===== config.mk =====
export PLATFORM = sky130hd
export DESIGN_NAME = bf16_mult_arbiter
export DESIGN_NICKNAME = d
export VERILOG_FILES = /design/src/rtl/bf16_mult_arbiter.sv
export SDC_FILE = /design/constraint.sdc
export NUM_CORES = 1
export LEC_CHECK = 0
export BUFFER_PORTS_ARGS = -buffer_cell sky130_fd_sc_hd__buf_2
export CORE_AREA = 2 2 173 175
export DETAILED_ROUTE_END_ITERATION = 6
export DIE_AREA = 0 0 175 177
export GPL_ROUTABILITY_DRIVEN = 0
export PLACE_DENSITY_LB_ADDON = 0.15
export SLEW_MARGIN = 10
export SYNTH_ARGS = -nofsm -noshare
export SYNTH_HDL_FRONTEND = slang
export SYNTH_SLANG_ARGS = --single-unit

===== constraint.sdc =====
create_clock -name clk -period 5.4 [get_ports clk]
set_input_delay 1.62 -clock clk [delete_from_list [all_inputs] [get_ports clk]]
set_output_delay 1.62 -clock clk [all_outputs]
set_load 0.01 [all_outputs]

===== src/rtl/bf16_mult_arbiter.sv =====
// Round-robin arbiter sharing one pipelined bf16 multiplier among NUM_REQ requesters,
// with tagged in-flight ops and one-hot result return.
package bf16_mult_arbiter_pkg;
    typedef enum logic [3:0] {
        FMADD, FNMSUB, ADD, MUL, DIV, SQRT, SGNJ, MINMAX,
        CMP, CLASSIFY, F2F, F2I, I2F, CPKAB, CPKCD
    } fp_op_e;

    typedef enum logic [2:0] {
        FP32, FP64, FP16, FP8, FP16ALT
    } fp_fmt_e;
endpackage

module bf16_mult_arbiter
    import bf16_mult_arbiter_pkg::*;
#(
    parameter int NUM_REQ  = 4,
    parameter int MULT_LAT = 1,
    parameter int IDX_W    = $clog2(NUM_REQ)
) (
    input  logic                              clk,
    input  logic                              rst,
    input  logic [NUM_REQ-1:0]                req_valid,
    output logic [NUM_REQ-1:0]                req_ready,
    input  fp_op_e                            req_opcode [NUM_REQ],
    input  fp_fmt_e                           req_fmt    [NUM_REQ],
    input  logic [NUM_REQ*32-1:0]             req_x,
    input  logic [NUM_REQ*32-1:0]             req_y,
    input  logic [NUM_REQ-1:0]                req_en,
    input  logic                              hold,
    output fp_op_e                            mul_opcode,
    output fp_fmt_e                           mul_fmt,
    output logic [31:0]                       mul_x,
    output logic [31:0]                       mul_y,
    input  logic [31:0]                       mul_r,
    output logic [NUM_REQ-1:0]                rsp_valid,
    output logic [31:0]                       rsp_data,
    output logic [$clog2(MULT_LAT+3)-1:0]     inflight,
    output logic                              busy
);
    localparam int DEPTH = MULT_LAT + 1;
    localparam int CNT_W = $clog2(MULT_LAT + 3);

    logic [IDX_W-1:0]   ptr;
    logic [NUM_REQ-1:0] eligible;
    logic [NUM_REQ-1:0] grant;
    logic [IDX_W-1:0]   grant_idx;
    logic               found;
    logic               accept;
    logic [NUM_REQ-1:0] rsp_q;
    logic               tag_valid [DEPTH];
    logic [IDX_W-1:0]   tag_idx   [DEPTH];

    assign eligible = req_valid & req_en & {NUM_REQ{~hold}};

    // Scan from the pointer upward, wrapping modulo NUM_REQ; first eligible wins.
    always_comb begin
        logic [IDX_W-1:0] idx;
        idx       = '0;
        found     = 1'b0;
        grant_idx = '0;
        for (int k = 0; k < NUM_REQ; k++) begin
            idx = IDX_W'((int'(ptr) + k) % NUM_REQ);
            if (!found && eligible[idx]) begin
                found     = 1'b1;
                grant_idx = idx;
            end
        end
        grant = (found && !rst) ? (NUM_REQ'(1) << grant_idx) : '0;
    end

    assign req_ready = grant;
    assign accept    = |(grant & req_valid);
    assign rsp_valid = rsp_q & {NUM_REQ{~rst}};
    assign busy      = (inflight != '0);

    always_ff @(posedge clk) begin
        if (rst) begin
            ptr        <= '0;
            mul_x      <= '0;
            mul_y      <= '0;
            mul_opcode <= FMADD;
            mul_fmt    <= FP32;
            rsp_q      <= '0;
            rsp_data   <= '0;
            inflight   <= '0;
            for (int s = 0; s < DEPTH; s++) begin
                tag_valid[s] <= 1'b0;
                tag_idx[s]   <= '0;
            end
        end else begin
            if (accept) begin
                ptr        <= (grant_idx == IDX_W'(NUM_REQ - 1)) ? '0 : grant_idx + IDX_W'(1);
                mul_x      <= req_x[int'(grant_idx)*32 +: 32];
                mul_y      <= req_y[int'(grant_idx)*32 +: 32];
                mul_opcode <= req_opcode[grant_idx];
                mul_fmt    <= req_fmt[grant_idx];
            end

            // Tags march alongside the multiplier pipeline; the last stage lines up with valid mul_r.
            tag_valid[0] <= accept;
            tag_idx[0]   <= grant_idx;
            for (int s = 1; s < DEPTH; s++) begin
                tag_valid[s] <= tag_valid[s-1];
                tag_idx[s]   <= tag_idx[s-1];
            end

            if (tag_valid[DEPTH-1]) begin
                rsp_data <= mul_r;
                rsp_q    <= NUM_REQ'(1) << tag_idx[DEPTH-1];
            end else begin
                rsp_q    <= '0;
            end

            case ({accept, |rsp_q})
                2'b10:   inflight <= inflight + CNT_W'(1);
                2'b01:   inflight <= inflight - CNT_W'(1);
                default: inflight <= inflight;
            endcase
        end
    end
endmodule


==> results.tsv <==
stage	metric	value	unit
global_routing	grt_max_degree	144	
clocking	cts.path.max_buffers	2	
die	rows	63	
clocking	clock_sinks	117	
routing	drt_wl_total	26.07	mm
synth	synth_edf_count	0	
synth	ys.flop_type	dfxtp_1	
timing	fin_ws	0.4142	ns
hold_path	worstHoldStart	tag_idx[0][0]$_SDFF_PP0_	
routing	vias_per_cell	4.540	
cells_and_area	areaGrowthSynthToFinish	55.60	%
cells_and_area	fillers	3190	
pwr	pwr-share-clk	44.0	%
clocking	cts_resized	0	
timing	period_share	92.33	%
routing	dr_total_vias	6710	
worst_setup_path	crit_required	3.78	ns
synth	synthArstFlopShare	0	%
synth	syn_inst	663	
routing	drt-pass1-iter-count	4	
clocking	clock_latency	0.41	ns
global_routing	antenna_found_initial	1	
timing	fin_tns_setup	0	ns
place	portBuffers	440	
worst_setup_path	worst-r2r-cell-count	10	
synth	postSynthRegisterBits	117	
pwr	pwr-share-seq	37.7	%
cells_and_area	nets	1405	
die	die_area	30980	sq um
cells_and_area	multi_input_area	3237	sq um
worst_setup_path	cp_max_fo	7	
routing	final_antenna_net_count	0	
hold_path	min_to	tag_idx[0][2]$_SDFF_PP0_	
place	dp_slack	0.3903	ns
hold_path	whs_path_depth	1	
pwr	p_int	1.839	mW
die	die_y	177	microns
synth	synth_area	5799	sq um
die	num_io_pins	441	
pwr	switchingPower	740.7	uW
timing	hold_viol	0	
worst_setup_path	regToRegSetupSlack	2.25	ns
timing	max_slew_margin	27.60	%
die	core_area	29240	sq um
clocking	post_cts_buffers	0	
synth	yosys.cell_types.count	40	
pwr	p_sw_share	28.72	%
timing	fin_skew	0.01206	ns
timing	rsz0062_at_grt	false	
worst_setup_path	worstPathArrival	3.37	ns
timing	finalMaxSlewViolations	0	
worst_setup_path	endpoint_kind	output pin	
synth	ys_warn_count	0	
clocking	clk_pin_slew_worst_paths	0.06	ns
pwr	total_power	2.579	mW
place	dp.final_hpwl	19.18	mm
global_routing	grt_overflow	0	
pwr	p_comb_share	18.3	%
synth	synth_nets	992	
global_routing	grt_pass1_wl	37.38	mm
cells_and_area	antennaDiodeCount	0	
synth	syn_avg_cell_area	8.747	sq um
synth	yosys-top-cells-area	dfxtp_1 (40%), mux2i_1 (18%), nand3_1 (12%), o2111ai_1 (10%), nand2_1 (4.9%)	
timing	tightestPinTransition	1.086	ns
synth	synth_top_area_cell	dfxtp_1	
synth	synth_top_area_share	40.39	%
job	maxCapViolations	0	
die	start_util	19.83	%
synth	seq_area_frac_synth	40.39	%
timing	min_period	4.986	ns
clocking	htree_levels	4	
worst_setup_path	critPathLaunchType	primary input	
global_routing	grtUsageTotal	15.85	%
routing	first_iter_violations	260	
pwr	p_per_area	285.8	nW/um^2
die	die_x	175	microns
cells_and_area	utilization	30.86	%
global_routing	grt_pass1_vias	6347	
worst_setup_path	worstReg2RegEnd	inflight[1]$_SDFFE_PP0P_	
pwr	p_leak	4.506	nW
pwr	vdd_ir_drop_max	165.9	uV
timing	finalSetupViolCount	0	
clocking	cts-root-buf	clkbuf_16	
cells_and_area	seq_area	2344	sq um
hold_path	hp-class	flip-flop to flip-flop	
clocking	ctsHoldBuffers	0	
timing	fmax	0.2006	GHz
routing	drcViolationCount	0	
clocking	cts_tree	done	
worst_setup_path	reg2reg_from	ptr[0]$_SDFFE_PP0P_	
routing	wire_per_inst	17.64	microns
clocking	cts-buffers-inserted	17	
worst_setup_path	crit_type	primary input to output pin	
cells_and_area	drive_gt1_share	45.68	%
run_status	status	finished, final reports clean	
## cell usage in the layout, fill, tap and decap left out, drive strengths merged, types with 2 or more instances in the layout
cell type	synthesis	routed
o21ai	4	4
dfxtp	117	117
inv	6	8
nor2	38	38
a21oi	3	3
buf	19	455
nand3	138	138
or2	2	2
mux2	3	3
o2111ai	69	69
mux2i	102	102
and2	4	4
clkbuf	42	17
nor2b	8	8
clkinv	0	8
a221o	2	2
o211ai	2	2
or3	4	4
clkinvlp	0	2
o311ai	2	2
nand2	76	76
ha	2	2
nor4bb	4	4
bufinv	0	2
## stage by stage
| stage | hold slack [ns] | instance area [sq um] | cells |
|---|---|---|---|
| global placement | 0.4216 | 8443 | 1447 |
| floorplan | 0.4138 | 5799 | 663 |
| CTS | 0.4393 | 9024 | 1478 |
| global route | 0.4507 | 9024 | 1478 |
| detailed placement | 0.4262 | 8443 | 1447 |
| finish | 0.4365 | 9024 | 1478 |
## registers in the layout, indices dropped and copies added, names as in the netlist
signal and flops:
mul_y 32, inflight 2, ptr 2, mul_fmt 3, tag_idx 4, rsp_q 4, rsp_data 32, mul_x 32
tag_valid 2, mul_opcode 4
## layout make-up
cell class | count | share of cell area, %
Inverter | 6 | 0.2496
Sequential cell | 117 | 25.97
Timing Repair Buffer | 455 | 26.07
Tap cell | 390 | 5.408
Clock inverter | 14 | 1.719
Clock buffer | 17 | 4.714
Multi-Input combinational cell | 479 | 35.87
## cells in the mapped netlist (2+ instances only)
cell type	instances
a21oi_1	3
a221o_1	2
and2_1	4
buf_1	9
buf_2	10
clkbuf_1	42
dfxtp_1	117
ha_1	2
inv_1	5
mux2_1	2
mux2i_1	102
nand2_1	76
nand3_1	138
nor2_1	38
nor2b_1	8
nor4bb_1	4
o2111ai_1	69
o211ai_1	2
o21ai_0	4
o311ai_0	2
or2_2	2
or3_1	4
## cell families (layout without fill, tap and decap cells)
| group | count (synthesis) | count (layout) | synth area share (%) |
|---|---|---|---|
| AO/OA/AOI/OAI | 92 | 92 | 13.68 |
| flip-flops | 117 | 117 | 40.39 |
| adder cells (fa/ha/maj) | 2 | 2 | 0.4314 |
| XOR/XNOR | 2 | 2 | 0.3021 |
| multiplexers | 105 | 105 | 18.19 |
| AND/OR/NAND/NOR | 278 | 278 | 22.46 |
| buffers and inverters | 67 | 492 | 4.552 |
## power by group through the flow
| stage | clock network [mW] | logic (mW) | registers (mW) |
|---|---|---|---|
| 2_1_floorplan | 0 | 0.190 | 1.01 |
| 3_3_place_gp | 0 | 0.482 | 0.991 |
| 3_5_place_dp | 0 | 0.482 | 0.991 |
| 4_1_cts | 1.17 | 0.483 | 0.974 |
| 5_1_grt | 1.21 | 0.516 | 0.981 |
| 6_report | 1.13 | 0.472 | 0.973 |
## layer usage
layer | share of wire, % | track usage [%] | wire [microns]
met3 | 6.3 | 3.608 | 1644
met2 | 52 | 28.64 | 13430
met5 | 0.050 | 0 | 13
met4 | 1.5 | 4.826 | 397
met1 | 41 | 18.62 | 10590
## critical path: stages
cell	delay [ns]
buf_2	0.17
nor4bb_1	0.07
mux2_2	0.27
o211a_1	0.22
or3_4	0.41
inv_2	0.13
ha_1	0.20
and2_1	0.13
buf_2	0.14
## how the worst max path moves through the flow
stage / startpoint / endpoint / slack (ns)
global route: hold / req_ready[3] / 0.30
floorplan: req_en[2] / req_ready[3] / 0.24
finish: hold / req_ready[3] / 0.41
detailed placement: hold / req_ready[3] / 0.39
global placement: hold / req_ready[3] / 0.41
CTS: hold / req_ready[3] / 0.39
Note: power is estimated with default switching activity, not from simulation.
